**config.mk**
```make
export PLATFORM = sky130hd
export DESIGN_NAME = pipe_skid_stage
export DESIGN_NICKNAME = d
export VERILOG_FILES = /design/src/rtl/pipe_pkg.sv /design/src/rtl/pipe_sat_cnt.sv /design/src/rtl/pipe_skid_stage.sv
export SDC_FILE = /design/constraint.sdc
export NUM_CORES = 1
export LEC_CHECK = 0
export ABC_AREA = 1
export ABC_CLOCK_PERIOD_IN_PS = 2040
export CORE_ASPECT_RATIO = 0.9
export CORE_MARGIN = 2
export CORE_UTILIZATION = 64
export DETAILED_ROUTE_END_ITERATION = 6
export DONT_BUFFER_PORTS = 1
export GPL_TIMING_DRIVEN = 0
export PLACE_DENSITY = 0.8
export SLEW_MARGIN = 20
export SYNTH_ARGS = -nofsm -noshare
export SYNTH_HDL_FRONTEND = slang
export SYNTH_SLANG_ARGS = --single-unit
export TNS_END_PERCENT = 1
```
**constraint.sdc**
```tcl
create_clock -name clk -period 2.04 [get_ports clk]
set_input_delay 0.204 -clock clk [delete_from_list [all_inputs] [get_ports clk]]
set_output_delay 0.204 -clock clk [all_outputs]
set_load 0.005 [all_outputs]
```
**src/rtl/pipe_pkg.sv**
```systemverilog
// -----------------------------------------------------------------------------
// pipe_pkg
// Definitions shared by the inter-stage pipeline registers of the ARM core:
//   - pipe_state_e : occupancy state of a skid stage (EMPTY, ONE, FULL)
//   - *_W          : payload width of each stage boundary, used as DATA_W
//   - entry_count  : number of valid entries held in a given state
// -----------------------------------------------------------------------------
package pipe_pkg;

    typedef enum logic [1:0] {
        EMPTY = 2'd0,   // nothing held
        ONE   = 2'd1,   // main holds a payload, skid free
        FULL  = 2'd2    // main and skid both hold payloads
    } pipe_state_e;

    // Payload widths per stage boundary (control + PC + operands + tags).
    localparam int IF_ID_W   = 64;
    localparam int ID_EXE_W  = 160;
    localparam int EXE_MEM_W = 128;
    localparam int MEM_WB_W  = 80;

    // Valid entries held in a state; this is what a flush discards.
    function automatic logic [1:0] entry_count(input pipe_state_e state);
        case (state)
            ONE:     return 2'd1;
            FULL:    return 2'd2;
            default: return 2'd0;
        endcase
    endfunction

endpackage

```
**src/rtl/pipe_sat_cnt.sv**
```systemverilog
// -----------------------------------------------------------------------------
// pipe_sat_cnt
// Saturating accumulator: adds 0, 1 or 2 per clock and sticks at all-ones.
// Ports:
//   clk   in         clock
//   clear in         synchronous clear (wins over inc)
//   inc   in  [1:0]  amount to add this cycle
//   count out [CNT_W-1:0] accumulated value
// -----------------------------------------------------------------------------
module pipe_sat_cnt #(
    parameter int CNT_W = 16
) (
    input  logic             clk,
    input  logic             clear,
    input  logic [1:0]       inc,
    output logic [CNT_W-1:0] count
);

    // One extra bit holds the carry; count + 2 can overflow by at most 2,
    // so a set carry always means "clamp to the maximum".
    logic [CNT_W:0] sum;

    // NOTE: combinational blocks assign every output on every path so no
    // latch is inferred; here the single assignment covers all cases.
    always_comb begin
        sum = {1'b0, count} + {{(CNT_W - 1){1'b0}}, inc};
    end

    // NOTE: state registers use non-blocking assignments so every flop
    // samples the pre-edge values, independent of block ordering.
    always_ff @(posedge clk) begin
        if (clear) begin
            count <= '0;
        end else if (sum[CNT_W]) begin
            count <= '1;
        end else begin
            count <= sum[CNT_W-1:0];
        end
    end

endmodule

```
**src/rtl/pipe_skid_stage.sv**
```systemverilog
// -----------------------------------------------------------------------------
// pipe_skid_stage
// Inter-stage pipeline register with valid/ready handshake and a two-entry
// skid buffer (main + skid), sustaining one transfer per cycle under
// back-pressure. Synchronous flush squashes the stage contents.
//
// Optional feature: define PIPE_STAGE_STATS_EN to build the stall and drop
// statistics counters; otherwise stall_cnt and drop_cnt are constant 0.
//
// Ports:
//   clk       in               clock, rising edge
//   rst       in               synchronous active-high reset (beats flush)
//   flush     in               synchronous squash of held entries
//   in_valid  in               upstream has a payload
//   in_ready  out              stage can accept (skid entry empty)
//   in_data   in  [DATA_W-1:0] upstream payload
//   out_valid out              payload available downstream
//   out_ready in               downstream accepts (low = stall)
//   out_data  out [DATA_W-1:0] payload, all-zero when out_valid=0
//   stall_cnt out [CNT_W-1:0]  saturating count of stalled cycles
//   drop_cnt  out [CNT_W-1:0]  saturating count of entries discarded by flush
// -----------------------------------------------------------------------------
module pipe_skid_stage
    import pipe_pkg::*;
#(
    parameter int DATA_W = pipe_pkg::ID_EXE_W,
    parameter int CNT_W  = 16
) (
    input  logic              clk,
    input  logic              rst,
    input  logic              flush,
    input  logic              in_valid,
    output logic              in_ready,
    input  logic [DATA_W-1:0] in_data,
    output logic              out_valid,
    input  logic              out_ready,
    output logic [DATA_W-1:0] out_data,
    output logic [CNT_W-1:0]  stall_cnt,
    output logic [CNT_W-1:0]  drop_cnt
);

    pipe_state_e       state;
    logic [DATA_W-1:0] main_q;   // older entry, drives out_data
    logic [DATA_W-1:0] skid_q;   // younger entry, filled only under stall

    // Handshake outputs decode the state flop directly, so neither depends
    // combinationally on in_valid or out_ready.
    assign out_valid = (state != EMPTY);
    assign in_ready  = (state != FULL);
    assign out_data  = main_q;

    // NOTE: the payload registers are reset/flushed along with the state
    // because out_data must read all-zero whenever the stage is empty.
    always_ff @(posedge clk) begin
        if (rst || flush) begin
            state  <= EMPTY;
            main_q <= '0;
            skid_q <= '0;
        end else begin
            case (state)
                EMPTY: begin
                    if (in_valid) begin
                        main_q <= in_data;
                        state  <= ONE;
                    end
                end
                ONE: begin
                    if (in_valid && out_ready) begin
                        main_q <= in_data;
                    end else if (in_valid) begin
                        skid_q <= in_data;
                        state  <= FULL;
                    end else if (out_ready) begin
                        main_q <= '0;
                        state  <= EMPTY;
                    end
                end
                FULL: begin
                    // in_ready is low here, so in_valid is ignored.
                    if (out_ready) begin
                        main_q <= skid_q;
                        skid_q <= '0;
                        state  <= ONE;
                    end
                end
                default: begin
                    state  <= EMPTY;
                    main_q <= '0;
                    skid_q <= '0;
                end
            endcase
        end
    end

`ifdef PIPE_STAGE_STATS_EN
    logic [1:0] stall_inc;
    logic [1:0] drop_inc;

    // A flush cycle still counts as stalled if the output is being held.
    assign stall_inc = {1'b0, out_valid & ~out_ready};
    // Reset clears the counter, so the drop amount there is irrelevant.
    assign drop_inc  = flush ? entry_count(state) : 2'd0;

    pipe_sat_cnt #(.CNT_W(CNT_W)) u_stall_cnt (
        .clk   (clk),
        .clear (rst),
        .inc   (stall_inc),
        .count (stall_cnt)
    );

    pipe_sat_cnt #(.CNT_W(CNT_W)) u_drop_cnt (
        .clk   (clk),
        .clear (rst),
        .inc   (drop_inc),
        .count (drop_cnt)
    );
`else
    assign stall_cnt = '0;
    assign drop_cnt  = '0;
`endif

endmodule
```
==> results of run 1 <==
==> layer usage <==
layer / routed length [um] / share of wire, % / vias to the layer above / global-route usage [%]
met3: 6046 / 11 / 218 / 10.76
met2: 24080 / 45 / 1016 / 62.34
li1: - / - / 8885 / -
met1: 20410 / 38 / 8171 / 45.62
met4: 2502 / 4.7 / 0 / 17.96
met5: 0 / 0 / - / 0
==> through the flow <==
step                utilization, %  setup WS [ns]  hold slack (ns)
floorplan                        -         0.5725           0.3821
global placement             67.54        -0.3107           0.4133
detailed placement           67.54        -0.3527           0.4186
CTS                          78.84       -0.06031        0.0005013
global route                 79.06       -0.05093          0.01456
finish                       79.06       0.006160        0.0002029
==> timing repair <==
| action | 4_1_cts | 5_1_grt |
|---|---|---|
| buffers inserted | 0 | 0 |
| gates resized for setup | 10 | 21 |
| endpoints found under the setup margin | 164 | 289 |
| hold buffers | 163 | 0 |
| endpoints found under the hold margin | 308 | 0 |
==> layout by cell type (no fill, tap or decap), drive strengths merged, types with 2 or more instances in the layout <==
cell and instances:
nand2 1288, nor2 487, dfxtp 322, inv 167
dlygate4sd3 163, a21oi 162, nand3 161, buf 153
clkbuf 116, conb 32, clkinv 10, bufinv 4
o21ai 2
==> sequential cells by signal, indices dropped and copies added (netlist names) <==
| register | flops |
|---|---|
| skid_q | 160 |
| state | 2 |
| out_data | 160 |
==> area by class of cell <==
class                           count  area share, %
Antenna cell                        1        0.01253
Buffer                            223          5.972
Clock buffer                       46          5.107
Clock inverter                     14         0.8522
Inverter                          167          3.139
Multi-Input combinational cell   2134          42.32
Sequential cell                   322          32.28
Tap cell                          342          2.143
Timing Repair Buffer              163          8.171
==> power breakdown <==
part           internal (mW)  total, mW  switching, mW  leakage, nW
clock network           4.01       6.57           2.56        0.598
registers               6.45       6.59          0.136         2.61
logic                  0.768       1.98           1.21         5.56
==> synth_stat cells <==
| cell | n |
|---|---|
| a21oi_1 | 162 |
| inv_1 | 164 |
| nand2_1 | 1287 |
| nand2_2 | 1 |
| o21ai_0 | 2 |
| a211oi_1 | 1 |
| inv_2 | 3 |
| clkbuf_1 | 67 |
| nor2_1 | 485 |
| buf_4 | 43 |
| conb_1 | 1 |
| nand3_1 | 161 |
| nor3_1 | 1 |
| dfxtp_1 | 322 |
| nor2_2 | 2 |
| buf_2 | 103 |
| buf_1 | 10 |
==> logic make-up after synthesis <==
logic type | share of synthesized area (%)
AO/OA/AOI/OAI | 5.016
AND/OR/NAND/NOR | 45.30
other | 0.02271
flip-flops | 39.04
buffers and inverters | 10.62
==> worst max-delay path: stages <==
cell	delay, ns
nor2_1	0.80
inv_2	0.35
clkbuf_1	0.53
clkbuf_1	0.36
a21oi_1	0.20
==> worst min path at each step <==
stage	startpoint	end	cells past startpoint
finish	in_data[16]	out_data[16]	6
CTS	in_data[91]	out_data[91]	4
floorplan	in_valid	state[1]	2
global placement	in_data[22]	skid_q[22]	4
detailed placement	in_valid	state[1]	2
global route	in_data[145]	out_data[145]	6
==> key figures, run 1 <==
Clocking
  • TritonCTS clock tree: yes
  • H-tree depth: 2
  • Clk sink count: 322
  • CTS max path bufs: 3
  • Later-pin clock latency in the skew report: 0.52 ns
  • Root Driver: clkbuf_16
  • CTS clk-pin slew, worst paths: 0.06 ns
  • Cts bufs inserted: 35

Global route
  • Largest net degree at the start of global routing: 14
  • Gr ovfl total: 0
  • First-pass GRT wire length: 83610 um
  • Aggregate global-route resource usage: 37.73%
  • Initial antenna violation count: 1
  • Vias in the first global route: 16850

Floorplanning
  • Die width: 173.3 um
  • Core area: 25260 um2
  • FP Rows: 55
  • DIE HEIGHT: 156.4 um
  • Initial Util: 65.39%
  • Die area: 27100 um2
  • # IOs: 359

Detailed routing
  • Remaining antenna violation count: 0
  • Wire length per cell: 15.54 um
  • DR vias: 18290
  • DRC errors left: 1
  • Drt total wl: 53030 um
  • DRT iter0 DRCs: 1826
  • First drt pass iteration count: 7
  • Drt via density: 5.360

Place
  • Dpl cell area: 17060 um2
  • Buffers on Ports: 0
  • Placed Cells incl. Taps: 3188
  • Hpwl dp: 33550 um
  • Gpl congestion: 0.8782

Power
  • P_leak: 8.773 nW
  • Final Total Pwr: 15.14 mW
  • PwrDens: 758.1 nW/um2
  • VDD IR-drop max: 0.0006661 V

Final layout
  • Area occupied by registers: 6446 um2
  • Area delta synth->final: 20.91%
  • Finished Layout Cells: 3412
  • Design area: 19970 um2
  • Final nets: 3211
  • Layout cell share with drive strength beyond 1: 6.908%
  • Multi-input gate area: 8449 um2
  • Fill count: 1982

Synth
  • Top post-synthesis cells by area: dfxtp_1, nand2_1, nor2_1
  • Top cell type by total area after synthesis: dfxtp_1
  • Yosys warnings: 0
  • Post-synthesis cell count: 2815
  • Yosys top cell area share: 39.04%
  • Netlist cell types: 17
  • Yosys reg bits: 322
  • Synth Area per Inst: 5.866 um2
  • Post-Syn Area: 16510 um2
  • Post-synthesis sequential area ratio: 39.04%

Setup path
  • Critical path type: in -> reg
  • Critical path startpoint: flush
  • Element type at the critical path start: input port
  • Worst EP arrival: 2.47 ns
  • Flop-to-flop setup slack: 0.05 ns
  • Crit path max fanout: 10
  • FF-to-FF End: out_data[89]
  • Crit path capture type: register
  • Required time worst endpoint: 2.47 ns
  • R2R depth: 8
  • Worst setup endpoint: out_data[84]
  • FF-to-FF Start: state[0]

STA
  • Setup TNS: 0 ns
  • Max-slew violations: 0
  • Setup Viol. Count Final: 0
  • Fin crit period: 2.034 ns
  • Final Skew: 0.01632 ns
  • Max-Slew Margin vs Limit: 27.88%
  • Worst Tran Pin Value: 1.078 ns
  • Fin crit share: 99.70%
  • FMAX: 491.7 MHz
  • RSZ-0062 raised after global routing: true
  • Final Hold Fails: 0

Job
  • Max-cap violations: 0

Hold path
  • HP Class: in -> reg

Status
  • Status: complete, but fails checks
  • Failing checks: DRC
(Power assumes the default switching activity.)
==> run 2: changes to the inputs <==
--- a/config.mk
+++ b/config.mk
@@ -9,11 +9,10 @@
 export ABC_CLOCK_PERIOD_IN_PS = 2040
 export CORE_ASPECT_RATIO = 0.9
 export CORE_MARGIN = 2
-export CORE_UTILIZATION = 64
+export CORE_UTILIZATION = 35
 export DETAILED_ROUTE_END_ITERATION = 6
 export DONT_BUFFER_PORTS = 1
 export GPL_TIMING_DRIVEN = 0
-export PLACE_DENSITY = 0.8
 export SLEW_MARGIN = 20
 export SYNTH_ARGS = -nofsm -noshare
 export SYNTH_HDL_FRONTEND = slang
==> run 2 against run 1 <==
  * The flow now finishes without violations
  * Global-route usage fell by 16 points
  * Die area grew 81%
  * Final cell count is 8.5% higher
  * Total power up 4.5%
  * First-iteration DRC count is 31% lower
  * Critical endpoint is now out_valid
==> key figures, run 2 (synthesized netlist as in run 1, its figures left out) <==
STA
  • Fin crit share: 96.59% (-3.1 points)
  • Setup Viol. Count Final: 0 (unchanged)
  • RSZ-0062 raised after global routing: true
  • Fin crit period: 1.970 ns (-0.06344 ns)
  • Max-Slew Margin vs Limit: 27.87% (about the same)
  • Final Hold Fails: 0 (unchanged)
  • Final Skew: 0.01320 ns (-0.003125 ns)
  • Setup WS post-layout: 0.06960 ns (+0.06344 ns)
  • Worst Tran Pin Value: 1.082 ns (+0.004049 ns)
  • Max-slew violations: 0 (unchanged)
  • FMAX: 507.5 MHz (+3.2%)

Power
  • P_leak: 8.842 nW (+0.78%)
  • Power share of the clock group: 45.6% (+2.2 points)
  • Flop pwr share: 41.7% (-1.8 points)
  • Switching share of power: 26.62% (+0.84 points)
  • Sw power: 4.209 mW (+7.8%)
  • PwrDens: 772.9 nW/um2 (+1.9%)
  • Comb pwr share: 12.7% (-0.4 points)
  • VDD IR-drop max: 0.0004747 V (-29%)
  • Internal power: 11.60 mW (+3.3%)

Detailed routing
  • Remaining antenna violation count: 0 (unchanged)
  • Routed wl met2: 25190 um (+4.6%)
  • DR WL met3: 4000 um (-34%)
  • Drt total wl: 55180 um (+4.1%)
  • Drt via density: 4.730 (-12%)
  • M1 WL: 24460 um (+20%)
  • Highest routed layer: met4
  • DRT iter0 DRCs: 1253 (-31%)
  • Wire length per cell: 14.91 um (-4.1%)
  • First drt pass iteration count: 6 (-1)
  • DR vias: 17510 (-4.3%)
  • DRC errors left: 0 (-1)

Clocking
  • Later-pin clock latency in the skew report: 0.55 ns (+0.03 ns)
  • CTS clk-pin slew, worst paths: 0.06 ns (about the same)
  • Cts bufs inserted: 39 (+11%)
  • TritonCTS clock tree: yes
  • CTS max path bufs: 3 (unchanged)
  • H-tree depth: 2 (unchanged)
  • Root Driver: clkbuf_16
  • Clk sink count: 322 (unchanged)

Setup path
  • Element type at the critical path start: register
  • Critical path startpoint: state[1]
  • FF-to-FF End: out_data[20]
  • R2R depth: 9 (+1)
  • CP peak stage delay: 0.29 ns (-0.51 ns)
  • Flop-to-flop setup slack: 0.13 ns (+0.08 ns)
  • Crit path capture type: primary output
  • Required time worst endpoint: 1.84 ns (-0.63 ns)
  • Crit path max fanout: 10 (unchanged)
  • Crit path cell chain: buf_2 > nor2_1 > buf_6 > buf_8 > buf_6 > inv_1
  • Worst EP arrival: 1.77 ns (-0.70 ns)
  • Cell family with most CP delay: buffers and inverters
  • Crit-path most repeated cell: buf_6
  • Slowest cell on crit path: dfxtp_1
  • Stages on the worst setup path: 6 (+1)
  • Critical path type: reg -> out
  • Crit path buffers/inverters: 5 (+2)
  • Worst setup endpoint: out_valid
  • FF-to-FF Start: state[1]

Hold path
  • HP Class: in -> reg

Final layout
  • Design area: 20460 um2 (+2.5%)
  • Most frequent cells in the layout: nand2_1, nor2_1, dfxtp_1, inv_1
  • Finished Layout Cells: 3702 (+8.5%)
  • Fill count: 4895 (+150%)
  • Multi-input gate area: 8452 um2 (about the same)
  • Commonest non-fill, non-tap cell in the layout: nand2_1
  • Area occupied by registers: 6447 um2 (about the same)
  • Final nets: 3218 (+0.22%)
  • Area delta synth->final: 23.89%
  • Layout cell share with drive strength beyond 1: 7.308% (+0.40 points)

Place
  • Dpl cell area: 17400 um2 (+2.0%)
  • Setup slack after placement: -0.3459 ns (+0.006776 ns)
  • Placed Cells incl. Taps: 3462 (+8.6%)
  • Hpwl dp: 39300 um (+17%)
  • Gpl congestion: 0.8627 (-1.8%)
  • Buffers on Ports: 0 (unchanged)

Global route
  • Gr ovfl total: 0 (unchanged)
  • Largest net degree at the start of global routing: 20 (+6)
  • Vias in the first global route: 16340 (-3.0%)
  • First-pass GRT wire length: 87190 um (+4.3%)
  • Initial antenna violation count: 9 (+8)
  • Aggregate global-route resource usage: 22.09% (-16 points)

Floorplanning
  • FP Rows: 75 (+36%)
  • Die width: 233.0 um (+34%)
  • DIE HEIGHT: 210.1 um (+34%)
  • Core area: 46640 um2 (+85%)
  • Initial Util: 35.41% (-30 points)
  • # IOs: 359 (unchanged)
  • Die area: 48940 um2 (+81%)

Status
  • Status: completed

Job
  • Max-cap violations: 0 (unchanged)
run 2: metal layers:
layer	vias to the layer above	global-route usage, %
met3	93	5.046
met1	7947	28.32
met5	-	0
met2	541	36.70
li1	8928	-
met4	0	7.072
run 2: how the worst min path moves through the flow:
stage,startpoint,cells after the start,slack [ns],end
after floorplan,in_valid,2,0.38,state[1]
after global placement,in_valid,2,0.41,state[1]
after detailed placement,in_valid,2,0.41,state[1]
after CTS,in_data[104],6,0.001,out_data[104]
after global routing,in_data[24],6,0.06,out_data[24]
final,in_data[76],6,0.03,out_data[76]
run 2: through the flow:
step | hold WS [ns] | TNS, ns | power [mW] | util, %
floorplan | 0.3821 | 0 | 7.914 | -
global placement | 0.4085 | -117.22 | 8.302 | 37.31
detailed placement | 0.4060 | -57.96 | 8.342 | 37.32
CTS | 0.001177 | 0 | 15.95 | 43.74
global route | 0.05557 | -0.04432 | 16.45 | 43.87
finish | 0.02645 | 0 | 15.81 | 43.87
run 2: worst register-to-register path: cells and delay by family, from the launching register on:
family	cells	cell delay (ns)
buffers and inverters	4	0.92
AND/OR/NAND/NOR	4	0.50
flip-flops	1	0.29
AO/OA/AOI/OAI	1	0.12
run 2: final cells by class:
cell class,instances,area share [%]
well taps,616,3.767
repair buffers,167,8.110
plain buffers,222,5.755
multi-input cells,2134,41.31
clock buffers,53,5.529
flip-flops and latches,322,31.51
clock inverters,14,0.8623
diodes,7,0.08562
inverters,167,3.064
run 2: power by group through the flow:
stage                     combinational, mW  sequential (mW)  clock [mW]
after floorplan                        1.24             6.68           0
after global placement                 1.58             6.72           0
after detailed placement               1.62             6.73           0
after CTS                              1.99             6.59        7.37
after global routing                   2.27             6.60        7.57
final                                  2.01             6.59        7.21
run 2: timing repair:
item / 4_1_cts / 5_1_grt
setup buffers: 3 / 2
pin swaps: 1 / 1
resized for setup: 16 / 12
hold buffers: 162 / 0
endpoints found under the setup margin: 217 / 302
endpoints found under the hold margin: 322 / 0
